### config.mk
export PLATFORM = sky130hd
export DESIGN_NAME = nttn_host_seq_flat
export DESIGN_NICKNAME = d
export VERILOG_FILES = /design/src/rtl/nttn_host_seq_if.sv /design/src/rtl/nttn_host_seq.sv /design/src/flat_wrapper.sv
export SDC_FILE = /design/constraint.sdc
export NUM_CORES = 1
export LEC_CHECK = 0
export ABC_AREA = 1
export CAP_MARGIN = 30
export CORE_ASPECT_RATIO = 0.7
export CORE_MARGIN = 3
export CORE_UTILIZATION = 38
export DETAILED_ROUTE_END_ITERATION = 8
export GPL_TIMING_DRIVEN = 0
export PLACE_DENSITY = 0.79
export SKIP_CTS_REPAIR_TIMING = 1
export SLEW_MARGIN = 20
export SYNTH_ARGS = -nofsm -noshare
export SYNTH_HDL_FRONTEND = slang
export SYNTH_SLANG_ARGS = --single-unit
### constraint.sdc
create_clock -name clk_i -period 2.75 [get_ports clk_i]
set_input_delay 0.55 -clock clk_i [delete_from_list [all_inputs] [get_ports clk_i]]
set_output_delay 0.55 -clock clk_i [all_outputs]
set_load 0.005 [all_outputs]
### src/rtl/nttn_host_seq_if.sv
// Bundle of command, source/result RAM and NTTN stream signals for the host sequencer.
// The master modport is the sequencer's view; the slave modport is the surrounding datapath's view.
interface nttn_host_seq_if #(
  parameter int unsigned DataSize = 64,
  parameter int unsigned AddrW    = 16
);
  logic                cmd_valid;
  logic                cmd_ready;
  logic [1:0]          cmd_op;
  logic [AddrW-1:0]    cmd_base;
  logic [AddrW-1:0]    cmd_dst;
  logic                src_rd;
  logic [AddrW-1:0]    src_addr;
  logic [DataSize-1:0] src_rdata;
  logic                res_we;
  logic [AddrW-1:0]    res_addr;
  logic [DataSize-1:0] res_wdata;
  logic                load_w;
  logic                load_data;
  logic                start;
  logic                start_intt;
  logic [DataSize-1:0] din;
  logic                done;
  logic [DataSize-1:0] dout;
  logic                busy;
  logic                op_done;
  logic                op_err;

  modport master (
    input  cmd_valid, cmd_op, cmd_base, cmd_dst, src_rdata, done, dout,
    output cmd_ready, src_rd, src_addr, res_we, res_addr, res_wdata,
           load_w, load_data, start, start_intt, din, busy, op_done, op_err
  );

  modport slave (
    output cmd_valid, cmd_op, cmd_base, cmd_dst, src_rdata, done, dout,
    input  cmd_ready, src_rd, src_addr, res_we, res_addr, res_wdata,
           load_w, load_data, start, start_intt, din, busy, op_done, op_err
  );
endinterface

### src/rtl/nttn_host_seq.sv
// Initiator-side sequencer for the NTTN core: turns one command into the pulse/stream protocol,
// feeding din from a 1-cycle-latency source RAM and capturing the dout burst into a result RAM.
module nttn_host_seq #(
  parameter int unsigned DataSize  = 64,
  parameter int unsigned RingDepth = 10,
  parameter int unsigned PeDepth   = 3,
  parameter int unsigned AddrW     = 16,
  parameter int unsigned Gap       = 5,
  parameter int unsigned Timeout   = 65535
) (
  input  logic            clk_i,
  input  logic            rst_ni,
  nttn_host_seq_if.master bus_io
);
  localparam int unsigned RingSize = 1 << RingDepth;
  localparam int unsigned Wn       = (((1 << (RingDepth - PeDepth)) - 1) + PeDepth) << PeDepth;
  localparam int unsigned Lw       = 2 * Wn + 2;

  localparam logic [3:0] StIdle   = 4'd0;
  localparam logic [3:0] StPulse  = 4'd1;
  localparam logic [3:0] StStream = 4'd2;
  localparam logic [3:0] StGap    = 4'd3;
  localparam logic [3:0] StGo     = 4'd4;
  localparam logic [3:0] StSettle = 4'd5;
  localparam logic [3:0] StWait   = 4'd6;
  localparam logic [3:0] StCapt   = 4'd7;
  localparam logic [3:0] StFin    = 4'd8;

  localparam logic [1:0] OpLoadW = 2'd0;
  localparam logic [1:0] OpNtt   = 2'd1;
  localparam logic [1:0] OpIntt  = 2'd2;
  localparam logic [1:0] OpRsvd  = 2'd3;

  logic [3:0]       state_q, state_d;
  logic [1:0]       op_q, op_d;
  logic [AddrW-1:0] base_q, base_d;
  logic [AddrW-1:0] dst_q, dst_d;
  logic [31:0]      cnt_q, cnt_d;
  logic             err_q, err_d;
  logic [31:0]      stream_last;

  assign stream_last = (op_q == OpLoadW) ? 32'(Lw - 1) : 32'(RingSize - 1);

  always_comb begin
    state_d = state_q;
    op_d    = op_q;
    base_d  = base_q;
    dst_d   = dst_q;
    cnt_d   = cnt_q;
    err_d   = 1'b0;
    case (state_q)
      StIdle: begin
        if (bus_io.cmd_valid) begin
          if (bus_io.cmd_op == OpRsvd) begin
            err_d = 1'b1;
          end else begin
            state_d = StPulse;
            op_d    = bus_io.cmd_op;
            base_d  = bus_io.cmd_base;
            dst_d   = bus_io.cmd_dst;
          end
        end
      end
      StPulse: begin
        state_d = StStream;
        cnt_d   = '0;
      end
      StStream: begin
        if (cnt_q == stream_last) begin
          state_d = StGap;
          cnt_d   = '0;
        end else begin
          cnt_d = cnt_q + 32'd1;
        end
      end
      StGap: begin
        if (cnt_q == 32'(Gap - 1)) begin
          state_d = (op_q == OpLoadW) ? StFin : StGo;
          cnt_d   = '0;
        end else begin
          cnt_d = cnt_q + 32'd1;
        end
      end
      StGo:     state_d = StSettle;
      // NTTN needs one quiet cycle after start before done is meaningful
      StSettle: begin
        state_d = StWait;
        cnt_d   = '0;
      end
      StWait: begin
        if (bus_io.done) begin
          state_d = StCapt;
          cnt_d   = '0;
        end else if (cnt_q == 32'(Timeout - 1)) begin
          state_d = StIdle;
          err_d   = 1'b1;
        end else begin
          cnt_d = cnt_q + 32'd1;
        end
      end
      StCapt: begin
        if (cnt_q == 32'(RingSize - 1)) begin
          state_d = StFin;
        end else begin
          cnt_d = cnt_q + 32'd1;
        end
      end
      StFin:   state_d = StIdle;
      default: state_d = StIdle;
    endcase
  end

  always_ff @(posedge clk_i or negedge rst_ni) begin
    if (!rst_ni) begin
      state_q <= StIdle;
      op_q    <= OpLoadW;
      base_q  <= '0;
      dst_q   <= '0;
      cnt_q   <= '0;
      err_q   <= 1'b0;
    end else begin
      state_q <= state_d;
      op_q    <= op_d;
      base_q  <= base_d;
      dst_q   <= dst_d;
      cnt_q   <= cnt_d;
      err_q   <= err_d;
    end
  end

  // Outputs decode from state so an asynchronous reset clears them without waiting for a clock.
  always_comb begin
    bus_io.cmd_ready  = (state_q == StIdle);
    bus_io.busy       = (state_q != StIdle);
    bus_io.op_done    = (state_q == StFin);
    bus_io.op_err     = err_q;
    bus_io.src_rd     = 1'b0;
    bus_io.src_addr   = '0;
    bus_io.din        = '0;
    bus_io.load_w     = 1'b0;
    bus_io.load_data  = 1'b0;
    bus_io.start      = 1'b0;
    bus_io.start_intt = 1'b0;
    bus_io.res_we     = 1'b0;
    bus_io.res_addr   = '0;
    bus_io.res_wdata  = '0;
    case (state_q)
      StPulse: begin
        bus_io.load_w    = (op_q == OpLoadW);
        bus_io.load_data = (op_q != OpLoadW);
        bus_io.src_rd    = 1'b1;
        bus_io.src_addr  = base_q;
      end
      StStream: begin
        bus_io.din = bus_io.src_rdata;
        // Prefetch word k+1 while word k is on din; nothing left to fetch on the last beat
        if (cnt_q != stream_last) begin
          bus_io.src_rd   = 1'b1;
          bus_io.src_addr = base_q + AddrW'(cnt_q + 32'd1);
        end
      end
      StGo: begin
        bus_io.start      = (op_q == OpNtt);
        bus_io.start_intt = (op_q == OpIntt);
      end
      StCapt: begin
        bus_io.res_we    = 1'b1;
        bus_io.res_addr  = dst_q + AddrW'(cnt_q);
        bus_io.res_wdata = bus_io.dout;
      end
      default: ;
    endcase
  end
endmodule

### src/flat_wrapper.sv
// flat-port wrapper written by rule: the top's interface ports become plain ports
module nttn_host_seq_flat 
#(
  parameter int unsigned DataSize  = 64,
  parameter int unsigned RingDepth = 10,
  parameter int unsigned PeDepth   = 3,
  parameter int unsigned AddrW     = 16,
  parameter int unsigned Gap       = 5,
  parameter int unsigned Timeout   = 65535
)
  (clk_i, rst_ni, bus_io_cmd_valid, bus_io_cmd_op, bus_io_cmd_base, bus_io_cmd_dst, bus_io_src_rdata, bus_io_done, bus_io_dout, bus_io_cmd_ready, bus_io_src_rd, bus_io_src_addr, bus_io_res_we, bus_io_res_addr, bus_io_res_wdata, bus_io_load_w, bus_io_load_data, bus_io_start, bus_io_start_intt, bus_io_din, bus_io_busy, bus_io_op_done, bus_io_op_err);
  nttn_host_seq_if #(.DataSize(DataSize), .AddrW(AddrW)) bus_io_i ();
  input  logic clk_i;
  input  logic rst_ni;
  input wire logic [$bits(bus_io_i.cmd_valid)-1:0] bus_io_cmd_valid;
  input wire logic [$bits(bus_io_i.cmd_op)-1:0] bus_io_cmd_op;
  input wire logic [$bits(bus_io_i.cmd_base)-1:0] bus_io_cmd_base;
  input wire logic [$bits(bus_io_i.cmd_dst)-1:0] bus_io_cmd_dst;
  input wire logic [$bits(bus_io_i.src_rdata)-1:0] bus_io_src_rdata;
  input wire logic [$bits(bus_io_i.done)-1:0] bus_io_done;
  input wire logic [$bits(bus_io_i.dout)-1:0] bus_io_dout;
  output wire logic [$bits(bus_io_i.cmd_ready)-1:0] bus_io_cmd_ready;
  output wire logic [$bits(bus_io_i.src_rd)-1:0] bus_io_src_rd;
  output wire logic [$bits(bus_io_i.src_addr)-1:0] bus_io_src_addr;
  output wire logic [$bits(bus_io_i.res_we)-1:0] bus_io_res_we;
  output wire logic [$bits(bus_io_i.res_addr)-1:0] bus_io_res_addr;
  output wire logic [$bits(bus_io_i.res_wdata)-1:0] bus_io_res_wdata;
  output wire logic [$bits(bus_io_i.load_w)-1:0] bus_io_load_w;
  output wire logic [$bits(bus_io_i.load_data)-1:0] bus_io_load_data;
  output wire logic [$bits(bus_io_i.start)-1:0] bus_io_start;
  output wire logic [$bits(bus_io_i.start_intt)-1:0] bus_io_start_intt;
  output wire logic [$bits(bus_io_i.din)-1:0] bus_io_din;
  output wire logic [$bits(bus_io_i.busy)-1:0] bus_io_busy;
  output wire logic [$bits(bus_io_i.op_done)-1:0] bus_io_op_done;
  output wire logic [$bits(bus_io_i.op_err)-1:0] bus_io_op_err;
  assign bus_io_i.cmd_valid = bus_io_cmd_valid;
  assign bus_io_i.cmd_op = bus_io_cmd_op;
  assign bus_io_i.cmd_base = bus_io_cmd_base;
  assign bus_io_i.cmd_dst = bus_io_cmd_dst;
  assign bus_io_i.src_rdata = bus_io_src_rdata;
  assign bus_io_i.done = bus_io_done;
  assign bus_io_i.dout = bus_io_dout;
  assign bus_io_cmd_ready = bus_io_i.cmd_ready;
  assign bus_io_src_rd = bus_io_i.src_rd;
  assign bus_io_src_addr = bus_io_i.src_addr;
  assign bus_io_res_we = bus_io_i.res_we;
  assign bus_io_res_addr = bus_io_i.res_addr;
  assign bus_io_res_wdata = bus_io_i.res_wdata;
  assign bus_io_load_w = bus_io_i.load_w;
  assign bus_io_load_data = bus_io_i.load_data;
  assign bus_io_start = bus_io_i.start;
  assign bus_io_start_intt = bus_io_i.start_intt;
  assign bus_io_din = bus_io_i.din;
  assign bus_io_busy = bus_io_i.busy;
  assign bus_io_op_done = bus_io_i.op_done;
  assign bus_io_op_err = bus_io_i.op_err;
  nttn_host_seq #(.DataSize(DataSize), .RingDepth(RingDepth), .PeDepth(PeDepth), .AddrW(AddrW), .Gap(Gap), .Timeout(Timeout)) u_core (.clk_i(clk_i), .rst_ni(rst_ni), .bus_io(bus_io_i));
endmodule
### Yosys cells after proc, flatten, opt, wreduce, memory -nomap -nowiden

Index checks and enable logic that the tools add are counted.

* input bits: 166
* bits in latches: 0
* output and inout port bits: 170
* register bits after elaboration: 71
* memories: 0
* bits in read-only memories: 0
* word-level logic and storage cells: 76
* bits in writable memories: 0

* $mul: 0
* divide/modulo/power cells: 0
* equality and inequality tests: 24
* muxes and demuxes: 33
* $add $sub $neg: 3
* shifts and indexed selects: 0
* reductions and logical operators: 9
* magnitude comparators: 0
* bitwise gates (word level): 1

Operators by type and width (number)
* 32-bit 2-to-1 mux: 5
* 32-bit case mux with 5 select lines: 1
* 64-bit 2-to-1 mux: 2
* 16-bit adder: 2
* 32-bit by 1-bit adder with 32-bit output, second input constant: 1
* 32-bit by 10-bit equality test with 1-bit output, second input constant: 1
* 32-bit by 16-bit equality test with 1-bit output, second input constant: 1
* 32-bit by 3-bit equality test with 1-bit output, second input constant: 1
* 32-bit equality test: 1
* 16-bit 2-to-1 mux: 2
* 4-bit 2-to-1 mux: 8
* 32-bit inequality test: 1
* 16-bit case mux with 2 select lines: 1
* 4-bit case mux with 8 select lines: 1
* 4-bit by 3-bit equality test with 1-bit output, second input constant: 4
* 12-bit 2-to-1 mux: 1
* 1-bit 2-to-1 mux: 10
* 4-bit by 2-bit equality test with 1-bit output, second input constant: 2
* 2-bit by 1-bit inequality test with 1-bit output, second input constant: 3
* 2-bit inequality test, second input constant: 3
* 3-bit AND reduction: 2
* 6-bit AND reduction: 1
* 5-bit nonzero test: 1
* 2-bit equality test, second input constant: 2
* other kinds (12): 13

### Depth between registers and ports, before layout

Gate-level depths: netlist of the first run.

* depth in word-level cells: 5
* gate-level depth with buffers: 17
* depth with buffers taken out: 16

### Worst setup path after synthesis of the first run

No wires, ideal clock.

* kind: register -> output
* start: reg u_core.cnt_q[1]
* end: out bus_io_src_addr[13]
* arrival: 2386 ps
* setup slack: -186 ps
* stages on the path, launching flop included: 14
* required time: 2200 ps
* path buffers: 0
* cells stage by stage: dfrtp_1 -> ha_1 -> nand3_1 -> nor2_1 -> xor2_1 -> inv_1 -> ha_1 -> nand2_1 -> nor2_1 -> nand2_1 -> or2_2 -> nand3_1 -> nand2_1 -> o22ai_1

* cells in the longest elaborated chain, start to end: 4

Ends and longest elaborated chain
* start: declaration: line nttn_host_seq.sv:38 `logic [31:0] cnt_q, cnt_d;`
* start signal: assignment: line nttn_host_seq.sv:126 `cnt_q <= cnt_d;`
* 32-bit by 1-bit adder with 32-bit output
* 16-bit adder: line nttn_host_seq.sv:159 `bus_io.src_addr = base_q + AddrW'(cnt_q + 32'd1);`
* 16-bit 2-to-1 mux *: line nttn_host_seq.sv:157 `if (cnt_q != stream_last) begin`
* 16-bit case mux with 2 select lines *: line nttn_host_seq.sv:147 `case (state_q)`
* end: declaration: line flat_wrapper.sv:24 `output wire logic [$bits(bus_io_i.src_addr)-1:0] bus_io_src_addr;`

Mark *: on every way between the ends. The rest lies on a longest branch, timed or not.

### Worst setup path after layout of the first run

* start: reg u_core.cnt_q[2]
* end: out bus_io_src_addr[15]

Same word-level chain as after synthesis.

==> results.py, run 1 <==
metrics = {
    "sta": {
        "worst_pin_slew_ns": 0.5652,
        "fmax_ghz": 0.2730,
        "worst_slack_ns": -0.9127,
        "fin_skew_ns": 0.01011,
        "slew_viol_final": 0,
        "setup_viol": 26,
        "period_share": 1.332,
        "fin_crit_ns": 3.663,
        "slew-limit-headroom": 0.6207,
        "finalHoldViolCount": 0,
        "rsz0062_at_grt": "yes",
    },
    "layout": {
        "nets": 1737,
        "syn2layout_area_growth_pct": 84.52,
        "fin_area_um2": 12820,
        "drive_above_1_share": 0.2511,
    },
    "logic_synthesis": {
        "synth_area_leaders": "dfrtp_1 (26%), nor2_1 (13%), nand2_1 (12%), inv_1 (12%), ha_1 (6.7%)",
        "netlist.area_leader.share": 0.2558,
        "synth_largest_area_cell": "dfrtp_1",
        "async_flop_share": 1.000,
        "yosysMostFrequentCell": "nor2_1",
        "netlist_instances": 1114,
        "synth_flop_cell": "dfrtp_1",
        "synth_area_um2": 6945,
        "synth_edf_count": 0,
        "syn_avg_cell_area_um2": 6.235,
        "syn_nets": 1319,
        "ys_seq_area_frac": 0.2558,
        "synth_common_cells": "nor2_1 (236), nand2_1 (223), inv_1 (221), dfrtp_1 (71), nand3_1 (53)",
        "synth.distinct_cells": 42,
        "synth_warnings": 0,
        "ys_seq_elements": 71,
    },
    "clock_tree": {
        "clock_path_buffers": 2,
        "path_clk_slew_ns": 0.07,
        "clk_latency_ns": 0.36,
        "cts_buffers": 9,
        "cts_root_buffer": "clkbuf_16",
        "tritoncts": "yes",
        "cts_max_level": 3,
        "cts.sinks": 71,
    },
    "place": {
        "io_buffers": 335,
        "preCtsSetupSlack_ns": -1.079,
        "dpl.hpwl_um": 22630,
        "place.gp.congestion": 0.9553,
        "place_area_um2": 10690,
    },
    "floorplan": {
        "fp.dieW_um": 167.6,
        "die_h_um": 119.1,
        "ios": 336,
        "initial_core_util": 0.3965,
        "core_area_um2": 17520,
        "rows": 40,
        "die_area_um2": 19960,
    },
    "worst_setup_path": {
        "r2r_end": "u_core.cnt_q[14]",
        "crit_start": "u_core.cnt_q[2]",
        "ff2ff_path_depth": 12,
        "crit_type": "register to primary output",
        "cp-end-kind": "primary output",
        "r2r-start": "u_core.cnt_q[0]",
        "worstPathRequired_ns": 2.20,
        "rrSetupSlack_ns": 0.50,
        "cp-start-kind": "register",
        "worst-path-max-fanout": 5,
        "cp.arrival_ns": 3.11,
    },
    "worst_hold_path": {
        "hold_class": "input port to async pin",
    },
    "grt": {
        "grt_max_degree": 47,
        "grt_pass1_vias": 7842,
        "antenna_found_initial": 1,
        "grt_overflow": 0,
        "grt_pass1_wl_um": 41970,
        "global_route.usage.total": 0.2623,
    },
    "power_and_ir_drop": {
        "power_leakage_uw": 0.007151,
        "p_switching_uw": 4361,
        "p_seq_frac": 0.186,
        "p_comb_frac": 0.682,
        "sw_frac_of_total": 0.4622,
        "vdd_drop_max_uv": 748.9,
        "power_density_nw_per_um2": 736.2,
        "power_frac_clock": 0.133,
        "internal_power_uw": 5075,
    },
    "drt": {
        "drtPass1Iterations": 6,
        "drt-wirelength-per-cell_um": 18.32,
        "vias": 9326,
        "via_per_inst": 5.272,
        "ant_nets": 0,
        "drc": 0,
        "initialDrtViolationCount": 1038,
        "routed_wl_um": 32410,
    },
    "flow_run": {
        "maxCapViolations": 0,
    },
    "status": {
        "violations": "setup timing",
        "status": "complete, but fails checks",
    },
}
## metrics by stage
step / hold slack, ns / setup TNS (ns) / std cells / total power (uW) / utilization
after floorplan: 0.2544 / 0 / 1114 / 4358 / -
after global placement: 0.4973 / -114.81 / 1680 / 6702 / 0.6086
after detailed placement: 0.4920 / -14.77 / 1681 / 6778 / 0.6100
after CTS: 0.1197 / -65.86 / 1697 / 8047 / 0.6275
after global routing: 0.1313 / -12.86 / 1769 / 9978 / 0.7316
final: 0.1101 / -10.70 / 1769 / 9435 / 0.7316
## kinds of logic after synthesis
| kind of cell | synth area share |
|---|---|
| buf+inv | 0.1443 |
| mux | 0.02594 |
| simple gates | 0.3533 |
| compound gates | 0.1092 |
| flops | 0.2558 |
| xor+xnor | 0.03909 |
| fa+ha+maj | 0.07242 |
## worst max-delay path, cell delays in order (launching register included)
cell	delay, ns
dfrtp_1	0.40
buf_6	0.15
buf_4	0.13
nand3_4	0.14
nor2_4	0.17
buf_4	0.16
xor2_4	0.22
ha_4	0.26
a21o_1	0.22
a21oi_2	0.13
nand2_2	0.12
nand2_1	0.12
nand3_2	0.09
nand2_1	0.08
nand2_1	0.06
o21ai_2	0.16
buf_2	0.14
## metal layers
metal / up-vias / track usage / routed length (um)
li1: 4274 / - / -
met1: 4325 / 0.3590 / 12680
met2: 607 / 0.4158 / 15430
met3: 120 / 0.06238 / 3118
met4: 0 / 0.07205 / 1184
met5: - / 0 / 0
## power groups by stage
stage / sequential [uW] / combinational (uW) / clock (uW)
3_5_place_dp: 1670 / 5110 / 0
6_report: 1750 / 6430 / 1250
3_3_place_gp: 1660 / 5040 / 0
2_1_floorplan: 1560 / 2800 / 0
5_1_grt: 1780 / 6900 / 1300
4_1_cts: 1660 / 5150 / 1240
## worst max-delay path by stage
stage / to / slack, ns / cells after the start
2_1_floorplan: bus_io_src_addr[13] / 0.0005 / 15
3_3_place_gp: u_core.cnt_q[1] / -1.70 / 1
3_5_place_dp: bus_io_src_addr[14] / -1.08 / 14
4_1_cts: bus_io_src_addr[14] / -1.46 / 14
5_1_grt: bus_io_src_addr[15] / -0.98 / 15
6_report: bus_io_src_addr[15] / -0.91 / 16
## cells in the final DEF, fill, tap and decap left out, types with 9 or more instances in the layout
master | Yosys | layout
mux2_2 | 16 | 16
buf_6 | 3 | 18
nor2_4 | 5 | 19
clkdlybuf4s50_1 | 0 | 239
clkbuf_16 | 0 | 10
nand2_1 | 223 | 191
a21oi_1 | 38 | 19
dlymetal6s2s_1 | 0 | 75
nand3_1 | 53 | 43
inv_1 | 221 | 206
ha_4 | 0 | 27
a21oi_2 | 2 | 16
nand2_2 | 5 | 25
dfrtp_2 | 0 | 22
ha_1 | 37 | 9
nor2_2 | 9 | 25
nand4_1 | 20 | 20
o21ai_0 | 40 | 27
inv_2 | 4 | 16
xor2_1 | 26 | 13
nand2_4 | 1 | 13
nor3_1 | 16 | 11
nor2_1 | 236 | 206
o22ai_2 | 12 | 14
dfrtp_1 | 71 | 49
buf_2 | 8 | 20
o22ai_1 | 12 | 10
buf_4 | 2 | 69
## state kept, by name, indices dropped and copies added (netlist names)
signal / flops
u_core.base_q: 16
u_core.state_q: 4
u_core.bus_io.op_err: 1
u_core.cnt_q: 32
u_core.dst_q: 16
u_core.op_q: 2
## layout make-up
cell class	count	area, um^2
Clock buffer	10	239.0
Fill cell	1237	4701
Clock inverter	6	67.56
Inverter	227	873.3
Antenna cell	1	2.502
Buffer	28	220.2
Timing Repair Buffer	407	4054
Multi-Input combinational cell	788	5266
Tap cell	231	289.0
Sequential cell	71	1804
(Power assumes the default switching activity.)
==> run 2: changes to the inputs <==
--- a/config.mk
+++ b/config.mk
@@ -8,7 +8,7 @@
 export ABC_AREA = 1
 export CAP_MARGIN = 30
 export CORE_ASPECT_RATIO = 0.7
-export CORE_MARGIN = 3
+export CORE_MARGIN = 1.5
 export CORE_UTILIZATION = 38
 export DETAILED_ROUTE_END_ITERATION = 8
 export GPL_TIMING_DRIVEN = 0
@@ -18,3 +18,4 @@
 export SYNTH_ARGS = -nofsm -noshare
 export SYNTH_HDL_FRONTEND = slang
 export SYNTH_SLANG_ARGS = --single-unit
+export TNS_END_PERCENT = 30
==> run 2 against run 1 <==
The run still ends with setup timing left; fmax rose by 1.3%; wire length fell by 5.4%; clock-buffer cell count did not move; worst hold slack got worse by 0.039 ns; total power fell by 0.80%; non-clock buffer count fell by 11; highest routed layer unchanged.
==> results.py, run 2 (same netlist as run 1, synthesis figures left out) <==
metrics = {
    "place": {
        "dpl.hpwl_um": 22100,
        "preCtsSetupSlack_ns": -1.049,
        "place.gp.congestion": 0.9758,
        "io_buffers": 335,
        "place_area_um2": 10690,
    },
    "sta": {
        "fmax_ghz": 0.2767,
        "slew_viol_final": 0,
        "worst_slack_ns": -0.8646,
        "fin_skew_ns": 0.006514,
        "fin_crit_ns": 3.615,
        "period_share": 1.314,
        "finalHoldViolCount": 0,
        "slew-limit-headroom": 0.6069,
        "rsz0062_at_grt": "yes",
        "worst_pin_slew_ns": 0.5897,
        "setup_viol": 116,
        "setup_tns_ns": -21.61,
    },
    "drt": {
        "routed_wl_um": 30650,
        "drtPass1Iterations": 6,
        "vias": 9028,
        "drt-wirelength-per-cell_um": 17.39,
        "initialDrtViolationCount": 772,
        "via_per_inst": 5.121,
        "ant_nets": 0,
        "drc": 0,
    },
    "layout": {
        "largest_reg_flops": 32,
        "drive_above_1_share": 0.2189,
        "mostFrequentLayoutCells": "clkdlybuf4s50_1 (270), nor2_1 (216), inv_1 (205), nand2_1 (198), buf_4 (59)",
        "reg.largest.list": "u_core.cnt_q (32), u_core.base_q (16), u_core.dst_q (16)",
        "fin_area_um2": 12470,
        "fillers": 1397,
        "syn2layout_area_growth_pct": 79.48,
        "top_register": "u_core.cnt_q",
        "multi_input_area_um2": 5045,
        "final_common_cell": "clkdlybuf4s50_1",
        "nets": 1726,
        "regArea_um2": 1799,
    },
    "power_and_ir_drop": {
        "power_leakage_uw": 0.006564,
        "sw_frac_of_total": 0.4504,
        "p_switching_uw": 4215,
        "vdd_drop_max_uv": 424.0,
        "p_seq_frac": 0.186,
        "power_density_nw_per_um2": 750.9,
        "internal_power_uw": 5145,
        "p_comb_frac": 0.661,
        "power_frac_clock": 0.153,
    },
    "status": {
        "status": "complete, but fails checks",
        "violations": "setup timing",
    },
    "worst_setup_path": {
        "r2r-start": "u_core.cnt_q[1]",
        "cp_common_cell": "nand2_4",
        "slowest_delay_ns": 0.46,
        "r2r_end": "u_core.cnt_q[13]",
        "crit_family": "simple AND/OR/NAND/NOR gates",
        "worstPathRequired_ns": 2.20,
        "cp-end-kind": "primary output",
        "cp-start-kind": "register",
        "rrSetupSlack_ns": 0.44,
        "crit_buf_inv": 2,
        "crit_type": "register to primary output",
        "cp.arrival_ns": 3.06,
        "crit_cells": 14,
        "ff2ff_path_depth": 12,
        "path_cells": "nand2_1, nor2_2, nand2_4, nor2_4, xor2_2, inv_2, ha_4, nand2_4, nor4_1, nand2_2, nand3_2, nor2_1, o21ai_1, buf_2",
        "critical_path.slowest_cell": "dfrtp_2",
        "worst-path-max-fanout": 7,
        "cp-endpoint": "bus_io_src_addr[15]",
        "crit_start": "u_core.cnt_q[6]",
    },
    "floorplan": {
        "die_h_um": 116.1,
        "core_area_um2": 17950,
        "fp.dieW_um": 164.6,
        "die_area_um2": 19110,
        "ios": 336,
        "rows": 41,
        "initial_core_util": 0.3868,
    },
    "clock_tree": {
        "cts_max_level": 3,
        "clock_path_buffers": 2,
        "clk_latency_ns": 0.35,
        "tritoncts": "yes",
        "cts_buffers": 9,
        "cts.sinks": 71,
        "path_clk_slew_ns": 0.06,
        "cts_root_buffer": "clkbuf_16",
    },
    "worst_hold_path": {
        "hold_class": "input port to async pin",
    },
    "grt": {
        "grt_overflow": 0,
        "grt_pass1_wl_um": 40240,
        "grt_pass1_vias": 7623,
        "global_route.usage.total": 0.2747,
        "antenna_found_initial": 1,
        "grt_max_degree": 56,
    },
    "flow_run": {
        "maxCapViolations": 0,
    },
}
==> run 2: cell types whose count changed in the layout (fill, tap and decap cells not counted), sizes merged <==
cell,change
inv,-1
clkinvlp,-1
dlymetal6s2s,-26
buf,-19
clkbuf,+3
clkdlybuf4s50,+31
bufinv,+2
==> run 2: metrics by stage <==
step                      hold WS, ns  total power [uW]    util  cells
final                         0.07122              9360  0.6943   1763
after global routing          0.08605              9879  0.6941   1762
after CTS                     0.07745              8233  0.6153   1702
after detailed placement       0.4448              6763  0.5955   1686
after global placement         0.4944              6703  0.5941   1685
after floorplan                0.2544              4358       -   1114
==> run 2: worst min path at each step <==
stage / end / from / slack [ns] / cells after the start
detailed placement: u_core.op_q[0] / rst_ni / 0.44 / 1
finish: u_core.bus_io.op_err / rst_ni / 0.07 / 1
global route: u_core.bus_io.op_err / rst_ni / 0.09 / 1
floorplan: u_core.base_q[0] / rst_ni / 0.25 / 0
global placement: u_core.dst_q[10] / u_core.dst_q[10] / 0.49 / 1
CTS: u_core.bus_io.op_err / rst_ni / 0.08 / 1
==> run 2: area by class of cell <==
class                   instances  area share
plain buffers                  28     0.01546
diodes                          1   0.0002007
repair buffers                396      0.3138
well taps                     236     0.02369
flip-flops and latches         71      0.1443
clock inverters                 6    0.009335
inverters                     227     0.06936
multi-input cells             788      0.4047
clock buffers                  10     0.01917
==> run 2: layer usage <==
metal	global-route usage	vias to the layer above	share of wire
met3	0.07315	94	0.11
met2	0.4417	561	0.47
met5	0	-	0
li1	-	4250	-
met4	0.06667	0	0.032
met1	0.3686	4123	0.39
==> run 2: power groups by stage <==
stage,clock network (uW),registers [uW],logic [uW]
global placement,0,1670,5030
floorplan,0,1560,2800
detailed placement,0,1680,5090
finish,1440,1740,6190
CTS,1430,1670,5130
global route,1490,1760,6630
==> run 3: changes to the inputs <==
--- a/config.mk
+++ b/config.mk
@@ -10,6 +10,7 @@
 export CORE_ASPECT_RATIO = 0.7
 export CORE_MARGIN = 1.5
 export CORE_UTILIZATION = 38
+export CTS_CLUSTER_DIAMETER = 50
 export DETAILED_ROUTE_END_ITERATION = 8
 export GPL_TIMING_DRIVEN = 0
 export PLACE_DENSITY = 0.79
==> results of run 3 <==
Final layout, timing and power as in run 2 (identical DEF).
